$ cat src/rtl/seq_add_two_nums.sv
`default_nettype none
// ============================================================================
//  Module      : seq_add_two_nums
//  Description : Multi-cycle WIDTH-bit adder computing {c_out, sum} =
//                in1 + in2 + c_in one SLICE-bit slice per clock, with the
//                carry registered between slices and a start/done handshake.
//                Feeding in2 = ~b with c_in = 1 gives in1 - b, which matches
//                the combinational subtractor for cross-checking.
//  Revision    : 1.0 - initial release
// ============================================================================
module seq_add_two_nums #(
    parameter int WIDTH = 64,
    parameter int SLICE = 8     // must divide WIDTH exactly
) (
    input  logic             clk,
    input  logic             rst,
    input  logic             start,
    input  logic [WIDTH-1:0] in1,
    input  logic [WIDTH-1:0] in2,
    input  logic             c_in,
    output logic [WIDTH-1:0] sum,
    output logic             c_out,
    output logic             busy,
    output logic             done
);

    localparam int c_NUM_SLICES = WIDTH / SLICE;
    localparam int c_IDX_W      = (c_NUM_SLICES > 1) ? $clog2(c_NUM_SLICES) : 1;
    localparam logic [c_IDX_W-1:0] c_LAST_IDX = c_IDX_W'(c_NUM_SLICES - 1);

    typedef enum logic [1:0] {
        S_IDLE = 2'd0,
        S_RUN  = 2'd1,
        S_DONE = 2'd2
    } state_t;

    state_t               r_state;
    state_t               w_state_next;
    logic [WIDTH-1:0]     r_a;
    logic [WIDTH-1:0]     r_b;
    logic                 r_carry;
    logic [c_IDX_W-1:0]   r_idx;
    logic [WIDTH-1:0]     r_sum;
    logic                 r_c_out;
    logic [SLICE-1:0]     w_a_slice;
    logic [SLICE-1:0]     w_b_slice;
    logic [SLICE:0]       w_slice_sum;
    logic                 w_last;

    assign w_last = (r_idx == c_LAST_IDX);

    // Select the operand slices addressed by the current slice index.
    always_comb begin
        w_a_slice = '0;
        w_b_slice = '0;
        for (int i = 0; i < c_NUM_SLICES; i++) begin
            if (r_idx == c_IDX_W'(i)) begin
                w_a_slice = r_a[i*SLICE +: SLICE];
                w_b_slice = r_b[i*SLICE +: SLICE];
            end
        end
    end

    // One slice of the addition; the MSB is the carry into the next slice.
    assign w_slice_sum = {1'b0, w_a_slice} + {1'b0, w_b_slice} + {{SLICE{1'b0}}, r_carry};

    // State register.
    always_ff @(posedge clk) begin
        if (rst) begin
            r_state <= S_IDLE;
        end else begin
            r_state <= w_state_next;
        end
    end

    // Next-state logic: start is only looked at in IDLE, DONE lasts one cycle.
    always_comb begin
        w_state_next = r_state;
        case (r_state)
            S_IDLE:  if (start)  w_state_next = S_RUN;
            S_RUN:   if (w_last) w_state_next = S_DONE;
            S_DONE:  w_state_next = S_IDLE;
            default: w_state_next = S_IDLE;
        endcase
    end

    // Datapath: capture operands on accept, add one slice per RUN cycle.
    always_ff @(posedge clk) begin
        if (rst) begin
            r_a     <= '0;
            r_b     <= '0;
            r_carry <= 1'b0;
            r_idx   <= '0;
            r_sum   <= '0;
            r_c_out <= 1'b0;
        end else begin
            case (r_state)
                S_IDLE: begin
                    if (start) begin
                        r_a     <= in1;
                        r_b     <= in2;
                        r_carry <= c_in;
                        r_idx   <= '0;
                        r_sum   <= '0;
                        r_c_out <= 1'b0;
                    end
                end
                S_RUN: begin
                    for (int i = 0; i < c_NUM_SLICES; i++) begin
                        if (r_idx == c_IDX_W'(i)) begin
                            r_sum[i*SLICE +: SLICE] <= w_slice_sum[SLICE-1:0];
                        end
                    end
                    r_carry <= w_slice_sum[SLICE];
                    if (w_last) begin
                        r_c_out <= w_slice_sum[SLICE];
                        r_idx   <= '0;
                    end else begin
                        r_idx   <= r_idx + 1'b1;
                    end
                end
                default: ;  // DONE: result is held
            endcase
        end
    end

    assign sum   = r_sum;
    assign c_out = r_c_out;
    assign busy  = (r_state == S_RUN);
    assign done  = (r_state == S_DONE);

endmodule
`default_nettype wire

$ cat config.mk
export PLATFORM = sky130hd
export DESIGN_NAME = seq_add_two_nums
export DESIGN_NICKNAME = d
export VERILOG_FILES = /design/src/rtl/seq_add_two_nums.sv
export SDC_FILE = /design/constraint.sdc
export NUM_CORES = 1
export LEC_CHECK = 0
export CAP_MARGIN = 0
export CELL_PAD_IN_SITES_DETAIL_PLACEMENT = 1
export CELL_PAD_IN_SITES_GLOBAL_PLACEMENT = 1
export CORE_AREA = 5 5 180 147
export CTS_CLUSTER_SIZE = 14
export DETAILED_ROUTE_END_ITERATION = 8
export DIE_AREA = 0 0 185 152
export PLACE_DENSITY = 0.75
export RECOVER_POWER = 25
export SETUP_SLACK_MARGIN = 0.4
export SLEW_MARGIN = 5
export SYNTH_ARGS = -nofsm -noshare
export SYNTH_HDL_FRONTEND = slang
export SYNTH_SLANG_ARGS = --single-unit
$ cat constraint.sdc
create_clock -name clk -period 4.89 [get_ports clk]
set_clock_uncertainty 0.2 [all_clocks]
set_input_delay 1.467 -clock clk [delete_from_list [all_inputs] [get_ports clk]]
set_output_delay 1.467 -clock clk [all_outputs]
set_load 0.02 [all_outputs]
==> results of run 1 <==
layout make-up:
cell class,count,area share
clock buffer,17,0.0372
clock inverter,15,0.0139
inverter,27,0.00886
multi-input combinational,817,0.368
sequential,199,0.348
tap,324,0.0354
timing repair buffer,215,0.189
logic make-up after synthesis:
group           Yosys count
xor+xnor                  2
flops                   199
simple gates            447
mux                       6
compound gates          347
fa+ha+maj                15
buf+inv                 114
flip-flops by register name (all words and copies together), names as in the netlist:
signal   flops
r_state      2
sum         64
r_carry      1
r_b         64
c_out        1
r_idx        3
r_a         64
critical path, stage by stage, from the launching register on:
cell      delay, ns
dfxtp_1        0.36
inv_1          0.10
ha_1           0.49
buf_4          0.41
a21oi_1        0.06
o21ai_0        0.22
a22oi_1        0.17
a211o_1        0.42
a21oi_2        0.15
ha_1           0.29
nor2b_1        0.17
a221oi_1       0.45
o311ai_4       0.30
nand3_1        0.19
a21oi_1        0.07
path summary, 6_finish.rpt:
path | slack (ns) | cells after the start | start | to
setup reg to reg | 0.67 | 14 | r_idx[0] | sum[53]
hold / removal | 0.25 | 2 | sum[2] | sum[2]
hold reg to reg | 0.25 | 2 | sum[2] | sum[2]
setup / recovery | 0.67 | 14 | r_idx[0] | sum[53]
Yosys cell counts, drive strengths merged, types with 3 or more instances:
library cell	count	area, sq um
a211o	15	131
o21ai	33	169
dfxtp	199	3980
and2	4	25.0
buf	44	267
nor2	50	190
inv	25	93.8
ha	13	163
a21oi	231	1220
nand2	328	1240
nand2b	3	26.3
o22ai	16	100
o31ai	7	52.6
a31oi	8	50.1
clkbuf	43	161
mux2i	6	60.1
nand4	6	37.5
nor2b	5	31.3
a32o	3	30.0
a22oi	14	105
nor3	3	20.0
a211oi	4	35.0
nand3	38	190
what timing repair did:
action / CTS / global route
resized for setup: 0 / 6
setup buffers: 0 / 1
endpoints found under the setup margin: 0 / 42
through the flow:
stage	power, mW	cell area (sq um)	hold slack [ns]	setup WS (ns)
global placement	2.43	10800	0.240	0.689
global route	3.97	11400	0.270	0.407
CTS	3.83	11400	0.256	0.482
finish	3.81	11400	0.251	0.667
floorplan	2.15	8690	0.236	1.35
detailed placement	2.44	10800	0.246	0.514
routing by layer:
layer | track usage | share of wire | up-vias
li1 | - | - | 4137
met1 | 0.321 | 0.49 | 4051
met2 | 0.318 | 0.44 | 274
met3 | 0.0387 | 0.065 | 22
met4 | 0.0461 | 0.010 | 0
met5 | 0 | 0 | -
where the power goes:
group,leakage (nW),internal (mW),switching (mW)
Combinational,2.44,0.262,0.388
Clock,0.279,0.683,0.715
Sequential,1.62,1.71,0.0585
Total,4.34,2.65,1.16
==> results.json, run 1 <==
{
  "ys_ff_latch": 199,
  "multi_input_area_sq_um": 4210,
  "syn_to_final_growth_pct": 31.7,
  "routedWlPerCell_um": 19.1,
  "wl_um": 30800,
  "rows": 52,
  "cts_num_sinks": 199,
  "grt_use_total": 0.213,
  "cts_buffers": 17,
  "instances_no_fill": 1614,
  "period_minus_slack_ns": 4.22,
  "violations": "max-capacitance violations, max-slew violations",
  "grt_overflow": 0,
  "drt_iter0_drc": 740,
  "synth_nets": 1277,
  "finish.utilization": 0.463,
  "tns_ns": 0,
  "synth_edf_count": 0,
  "arrival_ns": 4.32,
  "grt_max_degree": 153,
  "clock_path_buffers": 2,
  "antenna_found_initial": 0,
  "fp.dieH_um": 152,
  "drcViolationCount": 0,
  "synth-async-reset-ratio": 0,
  "grt_pass1_vias": 8341,
  "core_area_sq_um": 24700,
  "synthFlopType": "dfxtp_1",
  "mostFrequentLayoutCells": "325 x nand2_1, 214 x a21oi_1, 199 x dfxtp_1",
  "antenna_cells": 0,
  "path_clk_slew_ns": 0.08,
  "layout_commonest_cell": "nand2_1",
  "cp_max_fo": 26,
  "cts_tree": "done",
  "nNetsFinal": 1424,
  "slew_viol_final": 78,
  "start_util": 0.351,
  "cp-end-kind": "flop",
  "synthAdderAreaFrac": 0.0233,
  "io_pins": 199,
  "status": "finished, violations left",
  "worst_pin_slew_ns": 1.61,
  "syn_avg_cell_area_sq_um": 7.69,
  "viasPerCell": 5.26,
  "ir_drop_v": 0.000248,
  "design.die.area_sq_um": 28100,
  "slew_headroom": -0.0752,
  "synth_xor_area_frac": 0.00288,
  "crit_required_ns": 4.99,
  "synth_top_family_by_area": "compound AO/OA/AOI/OAI gates",
  "seq_area_frac_synth": 0.459,
  "setup_viol": 0,
  "layout-drive-gt1-share": 0.0643,
  "power.density_nw_per_um2": 333,
  "crit_type": "reg2reg",
  "hold_violations": 0,
  "synth_compound_area_frac": 0.236,
  "drv_cap": 1,
  "dp_hpwl_um": 22300,
  "ant_nets": 0,
  "yosysUniqueCellTypes": 63,
  "drtPass1Iterations": 5,
  "timing.hold.worst.class": "reg2reg",
  "fmax_ghz": 0.237,
  "syn_area_sq_um": 8690,
  "leakage_nw": 4.34,
  "insertion_delay_ns": 0.44,
  "die_width_um": 185,
  "cts-root-buf": "clkbuf_16",
  "vias": 8484,
  "rsz0062_at_grt": "false",
  "portBuffers": 198,
  "gp_congestion": 0.850,
  "place_inst": 1581,
  "nFillCells": 3014,
  "crit_path_start_kind": "flop",
  "grt_pass1_wl_um": 47500,
  "postCtsHoldBufs": 0,
  "ys_warn_count": 0,
  "muxShareOfSynthArea": 0.00691,
  "final-seq-area_sq_um": 3980,
  "syn_inst": 1130,
  "htreeDepth": 4,
  "synth-simple-area-share": 0.212,
  "finalCritPeriodShare": 0.864
}
(Power assumes the default switching activity.)
==> run 2: changes to the inputs <==
--- a/config.mk
+++ b/config.mk
@@ -15,7 +15,7 @@
 export PLACE_DENSITY = 0.75
 export RECOVER_POWER = 25
 export SETUP_SLACK_MARGIN = 0.4
-export SLEW_MARGIN = 5
+export SLEW_MARGIN = 25
 export SYNTH_ARGS = -nofsm -noshare
 export SYNTH_HDL_FRONTEND = slang
 export SYNTH_SLANG_ARGS = --single-unit
==> results of run 2 <==
The final DEF is identical to that of run 1; final timing and power are the same.
==> run 3: changes to the inputs <==
--- a/config.mk
+++ b/config.mk
@@ -15,6 +15,7 @@
 export PLACE_DENSITY = 0.75
 export RECOVER_POWER = 25
 export SETUP_SLACK_MARGIN = 0.4
+export SKIP_CTS_REPAIR_TIMING = 1
 export SLEW_MARGIN = 25
 export SYNTH_ARGS = -nofsm -noshare
 export SYNTH_HDL_FRONTEND = slang
==> results of run 3 <==
The final DEF is identical to that of run 1; final timing and power are the same.
